File: config.mk
export PLATFORM = sky130hd
export DESIGN_NAME = ysyx_25050147_ifu
export DESIGN_NICKNAME = d
export VERILOG_FILES = /design/src/rtl/ysyx_25050147_pkg.sv /design/src/rtl/ysyx_25050147_ifu_reg.sv /design/src/rtl/ysyx_25050147_ifu.sv
export SDC_FILE = /design/constraint.sdc
export NUM_CORES = 1
export LEC_CHECK = 0
export ABC_CLOCK_PERIOD_IN_PS = 2100
export BUFFER_PORTS_ARGS = -buffer_cell sky130_fd_sc_hd__buf_2
export CORE_MARGIN = 5
export CORE_UTILIZATION = 30
export DETAILED_ROUTE_END_ITERATION = 7
export HOLD_SLACK_MARGIN = 0.08
export PLACE_DENSITY = 0.51
export SLEW_MARGIN = 25
export SYNTH_ARGS = -nofsm -noshare
export SYNTH_HDL_FRONTEND = slang
export SYNTH_HIERARCHICAL = 1
export SYNTH_SLANG_ARGS = --single-unit
export TNS_END_PERCENT = 20
File: constraint.sdc
create_clock -name clk -period 2.1 [get_ports clk]
set_input_delay 0.105 -clock clk [delete_from_list [all_inputs] [get_ports clk]]
set_output_delay 0.105 -clock clk [all_outputs]
set_load 0.02 [all_outputs]
File: src/rtl/ysyx_25050147_pkg.sv
// Shared definitions for the ysyx_25050147 core: IFU state encoding,
// bus response codes, fault cause codes and reset defaults.
package ysyx_25050147_pkg;

  localparam int unsigned XLEN_DEFAULT     = 32;
  localparam logic [31:0] RESET_PC_DEFAULT = 32'h8000_0000;

  typedef enum logic [2:0] {
    S_IDLE     = 3'd0,
    S_FETCH    = 3'd1,
    S_WAIT_R   = 3'd2,
    S_ISSUE    = 3'd3,
    S_WAIT_NPC = 3'd4,
    S_FAULT    = 3'd5
  } ifu_state_t;

  localparam logic [1:0] RESP_OKAY = 2'b00;

  localparam logic [1:0] FC_NONE     = 2'd0;
  localparam logic [1:0] FC_ACCESS   = 2'd1;
  localparam logic [1:0] FC_MISALIGN = 2'd2;

endpackage

File: src/rtl/ysyx_25050147_ifu_reg.sv
// Generic enabled register primitive with asynchronous active-low reset.
module Reg #(
  parameter int unsigned       WIDTH     = 1,
  parameter logic [WIDTH-1:0]  RESET_VAL = '0
) (
  input  logic             clk,
  input  logic             rst,
  input  logic [WIDTH-1:0] din,
  output logic [WIDTH-1:0] dout,
  input  logic             wen
);

  always_ff @(posedge clk or negedge rst) begin
    if (!rst) dout <= RESET_VAL;
    else if (wen) dout <= din;
  end

endmodule

File: src/rtl/ysyx_25050147_ifu.sv
// Multi-cycle instruction fetch unit: one AR/R read per instruction, issues
// inst/inst_pc to decode, then waits for dnpc before fetching again.
module ysyx_25050147_ifu
  import ysyx_25050147_pkg::*;
#(
  parameter int unsigned      XLEN     = XLEN_DEFAULT,
  parameter logic [XLEN-1:0]  RESET_PC = XLEN'(RESET_PC_DEFAULT)
) (
  input  logic            clk,
  input  logic            rst,
  output logic [XLEN-1:0] ifu_araddr,
  output logic            ifu_arvalid,
  input  logic            ifu_arready,
  input  logic [XLEN-1:0] ifu_rdata,
  input  logic [1:0]      ifu_rresp,
  input  logic            ifu_rvalid,
  output logic            ifu_rready,
  output logic            inst_valid,
  input  logic            inst_ready,
  output logic [XLEN-1:0] inst,
  output logic [XLEN-1:0] inst_pc,
  input  logic            npc_valid,
  input  logic [XLEN-1:0] npc,
  output logic            fault,
  output logic [1:0]      fault_cause,
  output logic [XLEN-1:0] fault_pc,
  output logic [31:0]     fetch_cnt
);

  ifu_state_t      state, state_n;
  logic [XLEN-1:0] pc;
  logic            npc_aligned;
  logic            resp_okay;
  logic            r_fire;
  logic            npc_fire;
  logic            issue_fire;
  logic            pc_load;

  assign npc_aligned = (npc[1:0] == 2'b00);
  assign resp_okay   = (ifu_rresp == RESP_OKAY);
  assign r_fire      = (state == S_WAIT_R)   && ifu_rvalid;
  assign npc_fire    = (state == S_WAIT_NPC) && npc_valid;
  assign issue_fire  = (state == S_ISSUE)    && inst_ready;
  assign pc_load     = npc_fire && npc_aligned;

  // Handshake outputs decode purely from the state register.
  assign ifu_arvalid = (state == S_FETCH);
  assign ifu_rready  = (state == S_WAIT_R);
  assign inst_valid  = (state == S_ISSUE);
  assign ifu_araddr  = pc;

  always_ff @(posedge clk or negedge rst) begin
    if (!rst) state <= S_IDLE;
    else      state <= state_n;
  end

  always_comb begin
    state_n = state;
    case (state)
      S_IDLE:     state_n = S_FETCH;
      S_FETCH:    if (ifu_arready) state_n = S_WAIT_R;
      S_WAIT_R:   if (ifu_rvalid) state_n = resp_okay ? S_ISSUE : S_FAULT;
      S_ISSUE:    if (inst_ready) state_n = S_WAIT_NPC;
      S_WAIT_NPC: if (npc_valid) state_n = npc_aligned ? S_FETCH : S_FAULT;
      S_FAULT:    state_n = S_FAULT;
      default:    state_n = S_IDLE;
    endcase
  end

  Reg #(
    .WIDTH     (XLEN),
    .RESET_VAL (RESET_PC)
  ) u_pc (
    .clk  (clk),
    .rst  (rst),
    .din  (npc),
    .dout (pc),
    .wen  (pc_load)
  );

  always_ff @(posedge clk or negedge rst) begin
    if (!rst) begin
      inst        <= '0;
      inst_pc     <= '0;
      fault       <= 1'b0;
      fault_cause <= FC_NONE;
      fault_pc    <= '0;
      fetch_cnt   <= '0;
    end else begin
      if (r_fire && resp_okay) begin
        inst    <= ifu_rdata;
        inst_pc <= pc;
      end
      if (r_fire && !resp_okay) begin
        fault       <= 1'b1;
        fault_cause <= FC_ACCESS;
        fault_pc    <= pc;
      end
      if (npc_fire && !npc_aligned) begin
        fault       <= 1'b1;
        fault_cause <= FC_MISALIGN;
        fault_pc    <= npc;
      end
      if (issue_fire) fetch_cnt <= fetch_cnt + 32'd1;
    end
  end

endmodule

==> run summary <==
Vias in the first global route - 5537
Post-Layout Inst Area - 0.00996 sq mm
Max-cap viol count - 0
DR pass1 iterations - 4
Die Span Y - 163 um
DRT antenna net count - 0
Cells after Synth - 514
Fill count - 2246
# setup viols final - 0
Iter 0 DRT Violations - 273
DRC Markers - 0
Die Span X - 163 um
Peak fanout along the critical path - 19
H-tree depth - 4
Crit end category - flop
CP Launch Type - flop
Status - finished clean
Post-CTS setup buffers - 0
Clk sinks - 166
Syn nets - 587
Root buf cell - clkbuf_16
Total Routing Usage GR - 14.2%
First-pass GRT wire length - 29700 um
Clock-pin slew on the worst setup and hold paths - 0.07 ns
TritonCTS clock tree - yes
Tcrit/Tclk final - 89.5%
ANT cells - 0
Max-Slew Margin vs Limit - 64.3%
Unrepaired setup endpoints after global routing - no
Routed len/inst - 16.1 um
Min Clock Period, post-route - 1.88 ns
Setup Crit Path Kind - reg2reg
Core Region - 0.0233 sq mm
Worst endpoint required time - 2.41 ns
Syn Area/Cell - 13.7 sq um
Mapped Area - 0.00703 sq mm
Placed cell areas - 0.00868 sq mm
Peak Freq - 532 MHz
Seq cells post-synth - 166
Post-CTS sizing - 0
Synth warn - 6
Die area - 0.0266 sq mm
Leakage Power - 5.12 nW
Worst-Margin Slew - 0.536 ns
FP Rows - 56
P&R area growth vs syn - 41.6%
IO buf count - 237
Layout cells sized above 1 - 40.0%
Largest net degree at the start of global routing - 55
I/O Pins - 238
Power density over the cells - 1190 mW/mm^2
Gpl congestion - 0.730
Post-DP HPWL - 13100 um
Clock skew - 0.0144 ns
Vias - 5093
Layout Nets - 903
Setup_tns - 0 ns
Fraction of registers with async set/reset - 100%
Distinct cells, synth - 42
Initial antenna violation count - 0
Register area share after synthesis - 59.1%
Post-synth EDFFs - 0
Post-synth top flop - dfrtp_1
Clk Latency, worst-skew pair - 0.43 ns
HP Class - in2reg
Post-Route WL - 18700 um
Initial core utilization - 30.2%
Worst vdd ir - 0.505 mV
Total power draw - 11.8 mW
Cts bufs inserted - 17
Overflow after GRT - 0
Hold Violations, Final - 0
CTS max path bufs - 2
Max-slew violation total from the final report - 0
DR vias/cell - 4.39
Crit path arrival time - 2.19 ns
==> registers in the layout, summed over array words and instances, names as in the netlist <==
| register | count |
|---|---|
| fault_pc | 32 |
| fault | 1 |
| inst | 32 |
| inst_pc | 32 |
| fetch_cnt | 32 |
| fault_cause | 2 |
| u_pc/dout | 32 |
| state | 3 |
==> placed cells by master, fill, tap and decap left out, types with 2 or more instances in the layout <==
master	instances
and2_1	3
and3_1	5
and4_1	3
buf_12	7
buf_2	236
buf_4	10
bufinv_16	2
clkbuf_16	17
clkinv_4	4
dfrtp_1	165
dlygate4sd3_1	68
inv_1	5
inv_6	3
inv_8	3
mux2_1	60
mux2_2	8
mux2_4	30
mux2i_1	31
nand2_1	49
nand3_1	11
nand4_1	12
nor2_1	10
nor3_1	6
nor3_2	3
nor4_4	2
o21ai_0	9
o21ai_1	27
or3_1	2
xnor2_1	25
xor2_1	6
==> cells by family (layout without fill, tap and decap cells) <==
group	Yosys count	after routing	synth area share [%]
DFF	166	166	59.1
xor gates and xnor gates	31	31	3.86
and+or+nand+nor	117	117	9.36
AOI/OAI and AO/OA	40	40	3.01
buffers and inverters	30	358	2.76
muxes	129	129	21.7
adders and majority gates	1	1	0.178
==> report_power, final <==
| group | switching [mW] | internal (mW) |
|---|---|---|
| clock network | 1.42 | 1.79 |
| logic | 2.27 | 1.58 |
| registers | 0.623 | 4.13 |
==> through the flow <==
stage | util [%] | hold WS [ns] | setup slack, ns | instances
after global placement | 37.3 | 0.121 | 0.227 | 1062
after floorplan | - | -0.191 | 0.326 | 514
after global routing | 42.8 | 0.159 | 0.0785 | 1161
after CTS | 42.8 | 0.138 | 0.210 | 1161
after detailed placement | 37.3 | 0.115 | 0.222 | 1062
final | 42.8 | 0.157 | 0.220 | 1161
==> worst paths after layout <==
kind                               start             to  slack, ns  depth (start not counted)
min reg2reg                fetch_cnt[31]  fetch_cnt[31]       0.47                          1
min in group asynchronous            rst   u_pc/dout[8]       0.22                          2
max in group asynchronous            rst   fault_pc[23]       1.22                          3
min                           ifu_rvalid       state[0]       0.16                          4
max reg2reg                     state[2]    fault_pc[1]       0.22                          5
max                             state[2]    fault_pc[1]       0.22                          5
==> worst max-delay path: stages (launching register included) <==
cell      delay [ns]
dfrtp_1         0.47
nand2b_1        0.24
nor3_2          0.30
buf_12          0.24
mux2_2          0.35
a21o_1          0.17
==> metal layers <==
metal	GRT usage [%]	wire length (um)	vias to the layer above
met5	0	0	-
met4	4.80	280	0
met3	3.53	993	14
met2	24.3	9200	141
met1	17.5	8180	2499
li1	-	-	2439
==> cell type report <==
class | instances | area [sq um] | area share [%]
Clock buffer | 17 | 425 | 4.27
Clock inverter | 14 | 168 | 1.68
Inverter | 5 | 18.8 | 0.189
Multi-Input combinational cell | 318 | 2700 | 27.1
Sequential cell | 166 | 4160 | 41.7
Tap cell | 319 | 399 | 4.01
Timing Repair Buffer | 322 | 2090 | 21.0
==> synthesized netlist by cell type, types with 5 or more instances <==
cell	number	area share [%]
mux2_4	30	6.4
nor2_1	10	0.53
nand3_1	11	0.78
nor3_1	7	0.50
nand4_1	12	1.1
mux2_2	8	1.3
and3_1	5	0.44
dfrtp_1	165	59
o21ai_0	9	0.64
inv_1	5	0.27
buf_2	11	0.78
clkbuf_1	7	0.37
xnor2_1	25	3.1
o21ai_1	27	1.9
nand2_1	49	2.6
mux2i_1	31	4.4
xor2_1	6	0.75
mux2_1	60	9.6
==> repair_timing <==
item,CTS,global route
hold endpoints to repair,158,0
hold buffers,68,0
setup endpoints to repair,0,0
Power figures use the tool's default switching activity.
